<file path="src/rtl/general_cpu_pkg.sv">
// Shared definitions for the general CPU: opcodes, controller state codes,
// accumulator source selects and the datapath control bundle.
package general_cpu_pkg;

   localparam int unsigned OPCODE_W = 3;
   localparam int unsigned ASEL_W   = 2;
   localparam int unsigned STATE_W  = 4;
   localparam int unsigned ICOUNT_W = 8;

   localparam logic [OPCODE_W-1:0] OP_LOAD  = 3'b000;
   localparam logic [OPCODE_W-1:0] OP_STORE = 3'b001;
   localparam logic [OPCODE_W-1:0] OP_ADD   = 3'b010;
   localparam logic [OPCODE_W-1:0] OP_SUB   = 3'b011;
   localparam logic [OPCODE_W-1:0] OP_IN    = 3'b100;
   localparam logic [OPCODE_W-1:0] OP_JZ    = 3'b101;
   localparam logic [OPCODE_W-1:0] OP_JPOS  = 3'b110;
   localparam logic [OPCODE_W-1:0] OP_HALT  = 3'b111;

   localparam logic [ASEL_W-1:0] ASEL_ALU = 2'b00;
   localparam logic [ASEL_W-1:0] ASEL_IN  = 2'b01;
   localparam logic [ASEL_W-1:0] ASEL_MEM = 2'b10;

   typedef enum logic [STATE_W-1:0] {
      S_START  = 4'd0,
      S_FETCH  = 4'd1,
      S_DECODE = 4'd2,
      S_LOAD   = 4'd3,
      S_STORE  = 4'd4,
      S_ADD    = 4'd5,
      S_SUB    = 4'd6,
      S_IN     = 4'd7,
      S_JZ     = 4'd8,
      S_JPOS   = 4'd9,
      S_HALT   = 4'd10
   } state_e;

   typedef struct packed {
      logic              pcload;
      logic              jmpmux;
      logic              irload;
      logic              meminst;
      logic              memwr;
      logic [ASEL_W-1:0] asel;
      logic              aload;
      logic              sub;
      logic              halt;
   } ctrl_t;

   // Execute state selected by an opcode.
   function automatic state_e decode_op(input logic [OPCODE_W-1:0] op);
      state_e s;
      case (op)
         OP_LOAD:  s = S_LOAD;
         OP_STORE: s = S_STORE;
         OP_ADD:   s = S_ADD;
         OP_SUB:   s = S_SUB;
         OP_IN:    s = S_IN;
         OP_JZ:    s = S_JZ;
         OP_JPOS:  s = S_JPOS;
         default:  s = S_HALT;
      endcase
      return s;
   endfunction

endpackage

</file>
<file path="src/rtl/edge_detect_rise.sv">
// Registered rising-edge detector: remembers last cycle's level and flags
// the cycle in which the input goes from low to high.
module edge_detect_rise (
   input  logic clk_i,
   input  logic rst_i,
   input  logic sig_i,
   output logic rise_o
);

   logic sig_q;

   always_ff @(posedge clk_i or posedge rst_i) begin
      if (rst_i) begin
         sig_q <= 1'b0;
      end else begin
         sig_q <= sig_i;
      end
   end

   assign rise_o = sig_i & ~sig_q;

endmodule

</file>
<file path="src/rtl/general_controller.sv">
// Control unit for the 8-bit general datapath: fetch/decode/execute sequencer
// driving all datapath controls, with Enter handshake, halt and instruction count.
module general_controller
   import general_cpu_pkg::*;
(
   input  logic                clk_i,
   input  logic                rst_i,
   input  logic [OPCODE_W-1:0] ir_i,
   input  logic                aeq0_i,
   input  logic                apos_i,
   input  logic                enter_i,
   output logic                pcload_o,
   output logic                jmpmux_o,
   output logic                irload_o,
   output logic                meminst_o,
   output logic                memwr_o,
   output logic [ASEL_W-1:0]   asel_o,
   output logic                aload_o,
   output logic                sub_o,
   output logic                halt_o,
   output logic [STATE_W-1:0]  state_o,
   output logic [ICOUNT_W-1:0] instr_count_o
);

   state_e              state_q, state_d;
   ctrl_t               ctrl;
   logic                count_en;
   logic [ICOUNT_W-1:0] count_q;
   logic                enter_rise;

   edge_detect_rise u_enter_edge (
      .clk_i  (clk_i),
      .rst_i  (rst_i),
      .sig_i  (enter_i),
      .rise_o (enter_rise)
   );

   always_ff @(posedge clk_i or posedge rst_i) begin
      if (rst_i) begin
         state_q <= S_START;
      end else begin
         state_q <= state_d;
      end
   end

   // Next state and control outputs; only PCload (jumps) and Aload (IN) look at inputs.
   always_comb begin
      state_d  = state_q;
      ctrl     = '0;
      count_en = 1'b0;
      case (state_q)
         S_START: begin
            state_d = S_FETCH;
         end
         S_FETCH: begin
            ctrl.irload = 1'b1;
            ctrl.pcload = 1'b1;
            state_d     = S_DECODE;
         end
         S_DECODE: begin
            ctrl.meminst = 1'b1;
            state_d      = decode_op(ir_i);
         end
         S_LOAD: begin
            ctrl.meminst = 1'b1;
            ctrl.asel    = ASEL_MEM;
            ctrl.aload   = 1'b1;
            state_d      = S_FETCH;
            count_en     = 1'b1;
         end
         S_STORE: begin
            ctrl.meminst = 1'b1;
            ctrl.memwr   = 1'b1;
            state_d      = S_FETCH;
            count_en     = 1'b1;
         end
         S_ADD: begin
            ctrl.asel  = ASEL_ALU;
            ctrl.aload = 1'b1;
            state_d    = S_FETCH;
            count_en   = 1'b1;
         end
         S_SUB: begin
            ctrl.asel  = ASEL_ALU;
            ctrl.sub   = 1'b1;
            ctrl.aload = 1'b1;
            state_d    = S_FETCH;
            count_en   = 1'b1;
         end
         S_IN: begin
            // A level already high on entry is ignored; only a fresh press loads.
            ctrl.asel = ASEL_IN;
            if (enter_rise) begin
               ctrl.aload = 1'b1;
               state_d    = S_FETCH;
               count_en   = 1'b1;
            end
         end
         S_JZ: begin
            ctrl.jmpmux = 1'b1;
            ctrl.pcload = aeq0_i;
            state_d     = S_FETCH;
            count_en    = 1'b1;
         end
         S_JPOS: begin
            ctrl.jmpmux = 1'b1;
            ctrl.pcload = apos_i;
            state_d     = S_FETCH;
            count_en    = 1'b1;
         end
         S_HALT: begin
            ctrl.halt = 1'b1;
         end
         default: begin
            state_d = S_START;
         end
      endcase
   end

   always_ff @(posedge clk_i or posedge rst_i) begin
      if (rst_i) begin
         count_q <= '0;
      end else if (count_en) begin
         count_q <= count_q + ICOUNT_W'(1);
      end
   end

   assign pcload_o      = ctrl.pcload;
   assign jmpmux_o      = ctrl.jmpmux;
   assign irload_o      = ctrl.irload;
   assign meminst_o     = ctrl.meminst;
   assign memwr_o       = ctrl.memwr;
   assign asel_o        = ctrl.asel;
   assign aload_o       = ctrl.aload;
   assign sub_o         = ctrl.sub;
   assign halt_o        = ctrl.halt;
   assign state_o       = state_q;
   assign instr_count_o = count_q;

endmodule

</file>
<file path="config.mk">
export PLATFORM = sky130hd
export DESIGN_NAME = general_controller
export DESIGN_NICKNAME = d
export VERILOG_FILES = /design/src/rtl/general_cpu_pkg.sv /design/src/rtl/edge_detect_rise.sv /design/src/rtl/general_controller.sv
export SDC_FILE = /design/constraint.sdc
export NUM_CORES = 1
export LEC_CHECK = 0
export BUFFER_PORTS_ARGS = -buffer_cell sky130_fd_sc_hd__buf_2
export CAP_MARGIN = 15
export CORE_MARGIN = 2
export CORE_UTILIZATION = 30
export CTS_CLUSTER_DIAMETER = 60
export DETAILED_ROUTE_END_ITERATION = 6
export SYNTH_ARGS = -nofsm -noshare
export SYNTH_HDL_FRONTEND = slang
export SYNTH_SLANG_ARGS = --single-unit
</file>
<file path="constraint.sdc">
create_clock -name clk_i -period 1.9 [get_ports clk_i]
set_input_delay 0 -clock clk_i [delete_from_list [all_inputs] [get_ports clk_i]]
set_output_delay 0 -clock clk_i [all_outputs]
set_load 0.01 [all_outputs]
</file>
==> results.yml, run 1 <==
setup_path:
  path_class: "reg2reg"
  start_kind: "register"
  required_ps: 2070
  cp-end-kind: "register"
  critPathArrivalTime_ps: 1840
  worst-path-max-fanout: 8
clocking:
  numClockSinks: 13
  cts_tree: "built"
  root_buffer: "clkbuf_4"
  worstSkewPairLatency_ps: 280
  clk_pin_slew_worst_paths_ps: 80
  cts_inserted_buffers: 3
  ctsResizeCount: 0
  clockBufferDepth: 2
  cts_htree_levels: 1
synthesis:
  synthTopCellsByArea: "dfrtp_1, xnor2_1, and3_1"
  netlist.area_leader.share: 0.438
  yosysSeqAreaShare: 0.438
  syn_area_sq_um: 742
  yosys.area.top_type: "dfrtp_1"
  synth.avg_cell_area_sq_um: 9.76
  ys_types: 29
  yosysWarnings: 0
  synth_cells: 76
  synth.net_count: 85
  synth-seq-cells: 13
detailed_routing:
  avgViaCountPerCell: 4.89
  routed_wl_um: 1760
  drt-pass1-iter-count: 2
  route.detailed.drc: 0
  drtIter0Drc: 6
  wire_per_inst_um: 12.6
  vias: 685
  antenna_left: 0
power_and_ir_drop:
  p_clk_frac: 0.118
  p_int_uw: 823
  seqPwrFrac: 0.330
  p_sw_frac: 0.445
  comb_power_share: 0.552
  p_total_uw: 1480
  p_leak_uw: 0.000476
  switchingPower_uw: 661
  vdd.ir_drop.worst_v: 0.000617
  powerDensity_nw_per_um2: 1530
timing:
  grt_setup_unrepaired: "no"
  tightest_slew_ps: 512
  post-route-period-util: 0.880
  post-route-min-period_ps: 1670
  tns_ps: 0
  slew_headroom: 0.658
  setup_viol: 0
  maxClockFrequency_mhz: 598
  finalHoldViolations: 0
  fin_ws_ps: 227
  slew_violations: 0
  skew_ps: 4.05
placed_design:
  gp_congestion: 0.791
  numPortBuffers: 29
  hpwlAfterDp_um: 1320
  place_ws_ps: 226
layout:
  ff_latch_area_sq_um: 325
  multiInputGateArea_sq_um: 372
  n_antenna_cell: 0
  area_delta_synth_final_pct: 30.4
  drive_gt1_frac: 0.345
  nFillCells: 256
  nets: 120
floorplanning:
  dieArea_sq_um: 2890
  die_x_um: 53.7
  io_pins: 30
  num_rows: 18
  die_h_um: 53.7
  start_util: 0.308
  core_sq_um: 2410
global_routing:
  overflow: 0
  grt_pass1_vias: 625
  grt_util_all_layers: 0.129
  antenna_found_initial: 0
  grt_max_degree: 14
  grt_pass1_wl_um: 2770
hold_path:
  holdCritPathClass: "in2reg"
status:
  status: "finished clean"
run:
  cap_violations: 0
path summary, 6_finish.rpt:
kind | start | endpoint | slack (ps) | depth (start not counted)
worst min register to register | instr_count_o[7]$_DFFE_PP0P_ | instr_count_o[7]$_DFFE_PP0P_ | 470 | 1
max in group asynchronous | rst_i | instr_count_o[3]$_DFFE_PP0P_ | 1270 | 3
worst max-delay path | state_o[2]$_DFFE_PP0P_ | instr_count_o[1]$_DFFE_PP0P_ | 230 | 3
worst max register to register | state_o[2]$_DFFE_PP0P_ | instr_count_o[1]$_DFFE_PP0P_ | 230 | 3
worst min-delay path | ir_i[2] | state_o[3]$_DFFE_PP0P_ | 60 | 3
min in group asynchronous | rst_i | instr_count_o[1]$_DFFE_PP0P_ | 290 | 3
cells in the mapped netlist (all sizes together):
cell and instances:
nand3 3, a21oi 2, nand2 5, nand3b 1, a311oi 1, nand4 3
a32oi 1, xor2 1, inv 3, a211oi 3, or3 2, nor2 5
ha 1, nor3b 1, dfrtp 13, mux2 1, xnor2 7, and3 5
nor4 1, o21ai 2, o21a 2, nor3 3, buf 2, clkbuf 3
o32ai 1, nand2b 1, and2 2, o22ai 1
power groups by stage:
stage	Clock (uW)	Sequential (uW)	Combinational, uW
global placement	0	489	811
detailed placement	0	495	821
finish	175	489	819
floorplan	0	513	527
global route	195	508	906
CTS	183	489	830
metrics by stage:
stage          cell area (sq um)  utilization  std cells  hold slack, ps
6_report                     967        0.401        140            61.1
5_1_grt                      967        0.401        140            75.8
4_1_cts                      967        0.401        140            50.8
3_5_place_dp                 921        0.382        134            62.1
3_3_place_gp                 921        0.382        134            52.6
2_1_floorplan                742            -         76            -123
cells by family (layout without fill, tap and decap cells):
logic type / after synthesis / in the layout / synth area share
XOR/XNOR: 8 / 8 / 0.0944
flip-flops: 13 / 13 / 0.438
AO/OA/AOI/OAI: 13 / 13 / 0.145
adder cells (fa/ha/maj): 1 / 1 / 0.0169
buffers and inverters: 8 / 42 / 0.0607
multiplexers: 1 / 1 / 0.0152
AND/OR/NAND/NOR: 32 / 32 / 0.229
worst max-delay path, cell delays in order, from the launching register on:
cell and delay (ps):
dfrtp_1 410, and2_0 250, a311oi_4 520, mux2_2 380
placed cells by master (no fill, tap or decap), types with 4 or more instances in the layout:
| master | count |
|---|---|
| and3_1 | 5 |
| buf_2 | 29 |
| buf_4 | 4 |
| dfrtp_1 | 13 |
| nand2_1 | 5 |
| nor2_1 | 5 |
| xnor2_1 | 7 |
area by class of cell:
class / count / area share
clock buffers: 4 / 0.0272
inverters: 3 / 0.0116
multi-input cells: 55 / 0.384
flip-flops and latches: 13 / 0.336
well taps: 30 / 0.0388
repair buffers: 35 / 0.202
repair_timing:
| item | CTS | global route |
|---|---|---|
| setup endpoints to repair | 0 | 0 |
| hold endpoints to repair | 14 | 0 |
| hold buffers | 2 | 0 |
| buffers inserted | 0 | 0 |
layer usage:
| metal | share of wire | GRT usage |
|---|---|---|
| met5 | 0 | 0 |
| met4 | 0.0080 | 0.0385 |
| met3 | 0.067 | 0.0194 |
| met2 | 0.46 | 0.224 |
| met1 | 0.46 | 0.163 |
registers in the layout (all words and copies together) (netlist names):
name,flops
instr_count_o,8
state_o,4
u_enter_edge.sig_q,1
No activity file was read; power rests on OpenSTA's default activity.
==> inputs of run 2 (changes only) <==
--- a/config.mk
+++ b/config.mk
@@ -8,9 +8,11 @@
 export BUFFER_PORTS_ARGS = -buffer_cell sky130_fd_sc_hd__buf_2
 export CAP_MARGIN = 15
 export CORE_MARGIN = 2
-export CORE_UTILIZATION = 30
+export CORE_UTILIZATION = 41
 export CTS_CLUSTER_DIAMETER = 60
 export DETAILED_ROUTE_END_ITERATION = 6
+export GPL_TIMING_DRIVEN = 0
+export PLACE_DENSITY = 0.7
 export SYNTH_ARGS = -nofsm -noshare
 export SYNTH_HDL_FRONTEND = slang
 export SYNTH_SLANG_ARGS = --single-unit
==> results.yml, run 2 (synthesis gave the netlist of run 1 again) <==
timing:
  slew_headroom: 0.669
  post-route-period-util: 0.905
  tns_ps: 0
  timing.hold.ws_ps: 72.2
  skew_ps: 6.73
  slew_violations: 0
  maxClockFrequency_mhz: 581
  finalHoldViolations: 0
  grt_setup_unrepaired: "no"
  post-route-min-period_ps: 1720
  tightest_slew_ps: 496
  setup_viol: 0
layout:
  mostFrequentLayoutCells: "buf_2, dfrtp_1, xnor2_1"
  drive_gt1_frac: 0.324
  area_delta_synth_final_pct: 30.0
  n_antenna_cell: 0
  largest_register_ffs: 8
  nFillCells: 154
  nets: 121
  layout.cells.most_common: "buf_2"
global_routing:
  grtUsageMet2: 0.225
  grt_util_all_layers: 0.168
  antenna_found_initial: 0
  grtUsageMet1: 0.245
  grtUsageMet3: 0.0667
  overflow: 0
  grt_max_degree: 14
  grt_pass1_vias: 546
  grt_pass1_wl_um: 2500
  busiest_layer: "met1"
hold_path:
  worstHoldPathCells: 3
  holdPathEnd: "state_o[3]$_DFFE_PP0P_"
  holdCritStartpoint: "ir_i[2]"
  holdCritPathClass: "in2reg"
detailed_routing:
  drt-pass1-iter-count: 4
  routed_wl_um: 1560
  vias: 674
  wire_per_inst_um: 11.5
  drtIter0Drc: 14
  avgViaCountPerCell: 4.96
  route.detailed.drc: 0
  antenna_left: 0
clocking:
  cts_inserted_buffers: 3
  root_buffer: "clkbuf_4"
  numClockSinks: 13
  clockBufferDepth: 2
  clk_pin_slew_worst_paths_ps: 80
  cts_htree_levels: 1
  worstSkewPairLatency_ps: 270
  cts_hold_buf: 2
  ctsResizeCount: 0
  cts_tree: "built"
  cts_setup_buffers: 0
floorplanning:
  io_pins: 30
  num_rows: 15
  core_sq_um: 1710
  die_h_um: 46.5
  dieArea_sq_um: 2170
  die_x_um: 46.5
  start_util: 0.434
placed_design:
  gp_congestion: 0.732
  hpwlAfterDp_um: 1130
  numPortBuffers: 29
status:
  status: "finished clean"
setup_path:
  path_class: "reg2reg"
  r2r-start: "state_o[3]$_DFFE_PP0P_"
  required_ps: 2060
  r2r-end: "instr_count_o[1]$_DFFE_PP0P_"
  start_kind: "register"
  cp-end-kind: "register"
  reg2reg_depth: 4
  ff2ff_setup_slack_ps: 180
  worst-path-max-fanout: 9
  critPathArrivalTime_ps: 1880
run:
  cap_violations: 0
power_and_ir_drop:
  vdd.ir_drop.worst_v: 0.000917
  p_leak_uw: 0.000471
  powerDensity_nw_per_um2: 1520
==> run 2: cell types whose count changed in the layout (fill, tap and decap cells not counted) <==
cell / before / now
buf_4: 4 / 0
buf_6: 0 / 2
clkbuf_1: 1 / 4
==> run 2: through the flow <==
stage	power (uW)	utilization	setup WS (ps)	instance area, sq um	instances
finish	1470	0.565	180	965	136
global route	1600	0.565	86.5	965	136
CTS	1480	0.565	188	965	136
detailed placement	1300	0.538	211	918	130
global placement	1290	0.538	214	918	130
floorplan	1040	-	252	742	76
==> run 2: metal layers <==
metal  part of all wire  vias to the layer above
met3              0.047                        2
li1                   -                      344
met5                  0                        -
met4             0.0064                        0
met1               0.47                      314
met2               0.48                       14
==> run 2: worst max-delay path by stage <==
stage                              endpoint              startpoint  cells past startpoint  slack [ps]
6_report       instr_count_o[1]$_DFFE_PP0P_  state_o[3]$_DFFE_PP0P_                      4         180
5_1_grt        instr_count_o[1]$_DFFE_PP0P_  state_o[3]$_DFFE_PP0P_                      4          90
4_1_cts        instr_count_o[1]$_DFFE_PP0P_  state_o[3]$_DFFE_PP0P_                      4         190
3_5_place_dp   instr_count_o[1]$_DFFE_PP0P_  state_o[3]$_DFFE_PP0P_                      4         210
3_3_place_gp   instr_count_o[1]$_DFFE_PP0P_  state_o[3]$_DFFE_PP0P_                      4         210
2_1_floorplan  instr_count_o[1]$_DFFE_PP0P_  state_o[1]$_DFFE_PP0P_                      4         250
==> run 2: worst max-delay path, cell delays in order (launching register included) <==
cell and delay (ps):
dfrtp_1 370, clkbuf_1 200, o21a_1 190, a311oi_4 450
mux2_2 390
==> run 2: cell type report <==
class,instances,area (sq um),share of cell area
multi-input combinational,55,372,0.385
sequential,13,325,0.337
timing repair buffer,31,165,0.171
buffer,5,33.8,0.0350
tap,25,31.3,0.0324
clock buffer,4,26.3,0.0272
inverter,3,11.3,0.0117
==> run 2: where the power goes <==
part	switching, uW	internal [uW]	total (uW)
Combinational	459	367	826
Sequential	101	376	477
Clock	85.6	81.4	167
Total	645	825	1470
==> inputs of run 3 (changes only) <==
--- a/config.mk
+++ b/config.mk
@@ -12,6 +12,7 @@
 export CTS_CLUSTER_DIAMETER = 60
 export DETAILED_ROUTE_END_ITERATION = 6
 export GPL_TIMING_DRIVEN = 0
+export MAX_ROUTING_LAYER = met4
 export PLACE_DENSITY = 0.7
 export SYNTH_ARGS = -nofsm -noshare
 export SYNTH_HDL_FRONTEND = slang
==> results.yml, run 3 (synthesis gave the netlist of run 1 again) <==
placed_design:
  place_ws_ps: 211
  dp_cells: 130
  hpwlAfterDp_um: 1130
  gp_congestion: 0.741
  numPortBuffers: 29
power_and_ir_drop:
  switchingPower_uw: 643
  p_sw_frac: 0.438
  p_leak_uw: 0.000471
  p_int_uw: 825
  comb_power_share: 0.561
  seqPwrFrac: 0.325
  p_clk_frac: 0.114
  vdd.ir_drop.worst_v: 0.000919
  powerDensity_nw_per_um2: 1520
timing:
  tns_ps: 0
  finalHoldViolations: 0
  skew_ps: 6.85
  post-route-min-period_ps: 1720
  maxClockFrequency_mhz: 582
  setup_viol: 0
  tightest_slew_ps: 498
  timing.hold.ws_ps: 67.7
  slew_violations: 0
  fin_ws_ps: 182
  slew_headroom: 0.668
  post-route-period-util: 0.904
  grt_setup_unrepaired: "no"
clocking:
  cts_setup_buffers: 0
  cts_inserted_buffers: 3
  clk_pin_slew_worst_paths_ps: 80
  cts_htree_levels: 1
  cts_tree: "built"
  root_buffer: "clkbuf_4"
  worstSkewPairLatency_ps: 270
  clockBufferDepth: 2
  numClockSinks: 13
detailed_routing:
  antenna_left: 0
  avgViaCountPerCell: 4.95
  vias: 673
  wire_per_inst_um: 11.4
  drtIter0Drc: 12
  drt-pass1-iter-count: 4
  route.detailed.drc: 0
  routed_wl_um: 1560
floorplanning:
  io_pins: 30
  die_h_um: 46.5
  start_util: 0.434
  dieArea_sq_um: 2170
  core_sq_um: 1710
  die_x_um: 46.5
  num_rows: 15
status:
  status: "finished clean"
setup_path:
  path_class: "reg2reg"
  start_kind: "register"
  worst-path-max-fanout: 9
  required_ps: 2060
  critPathArrivalTime_ps: 1880
  cp-end-kind: "register"
global_routing:
  overflow: 0
  grt_pass1_wl_um: 2500
  antenna_found_initial: 0
  grt_pass1_vias: 547
  grt_util_all_layers: 0.173
  grt_max_degree: 14
layout:
  nFillCells: 154
  n_antenna_cell: 0
  layout.cells.most_common: "buf_2"
  largest_register_ffs: 8
  mostFrequentLayoutCells: "buf_2, dfrtp_1, xnor2_1"
  drive_gt1_frac: 0.324
  area_delta_synth_final_pct: 30.0
  nets: 121
  instances_no_fill: 136
hold_path:
  holdCritPathClass: "in2reg"
run:
  cap_violations: 0
-- run 3: cell counts in the layout (fill, tap and decap cells not counted) --
Identical to the previous run, type by type.
-- run 3: final timing paths --
| check | start | to | slack [ps] | depth (start not counted) |
|---|---|---|---|---|
| max | state_o[3]$_DFFE_PP0P_ | instr_count_o[1]$_DFFE_PP0P_ | 180 | 4 |
| min | ir_i[2] | state_o[3]$_DFFE_PP0P_ | 70 | 3 |
| max in group asynchronous | rst_i | instr_count_o[0]$_DFFE_PP0P_ | 1280 | 3 |
| max reg2reg | state_o[3]$_DFFE_PP0P_ | instr_count_o[1]$_DFFE_PP0P_ | 180 | 4 |
| min reg2reg | instr_count_o[7]$_DFFE_PP0P_ | instr_count_o[7]$_DFFE_PP0P_ | 480 | 1 |
| min in group asynchronous | rst_i | instr_count_o[2]$_DFFE_PP0P_ | 280 | 3 |
-- run 3: power by group through the flow --
stage	logic, uW	registers [uW]	clock network [uW]
after floorplan	527	513	0
after CTS	826	477	173
final	824	477	168
after global placement	810	479	0
after global routing	915	496	191
after detailed placement	819	483	0
-- run 3: final cells by class --
cell class | instances | area, sq um | share of cell area
Buffer | 5 | 33.8 | 0.0350
Sequential cell | 13 | 325 | 0.337
Inverter | 3 | 11.3 | 0.0117
Multi-Input combinational cell | 55 | 372 | 0.385
Tap cell | 25 | 31.3 | 0.0324
Timing Repair Buffer | 31 | 165 | 0.171
Clock buffer | 4 | 26.3 | 0.0272
-- run 3: what timing repair did --
action / 4_1_cts / 5_1_grt
resized for setup: 0 / 0
hold endpoints to repair: 14 / 0
hold buffers: 2 / 0
-- run 3: routing by layer --
layer / GRT usage / vias up / routed length [um]
li1: - / 345 / -
met1: 0.250 / 306 / 711
met2: 0.225 / 20 / 754
met3: 0.0588 / 2 / 79
met4: 0.0514 / 0 / 10
met5: - / - / 0
-- run 3: critical path, cell delays in order, from the launching register on --
cell and delay [ps]:
dfrtp_1 370, clkbuf_1 200, o21a_1 190, a311oi_4 450, mux2_2 390
-- run 3: per-stage QoR --
step	area, sq um	utilization	total power [uW]
final	965	0.565	1470
after global routing	965	0.565	1600
after CTS	965	0.565	1480
after detailed placement	918	0.538	1300
after global placement	918	0.538	1290
after floorplan	742	-	1040
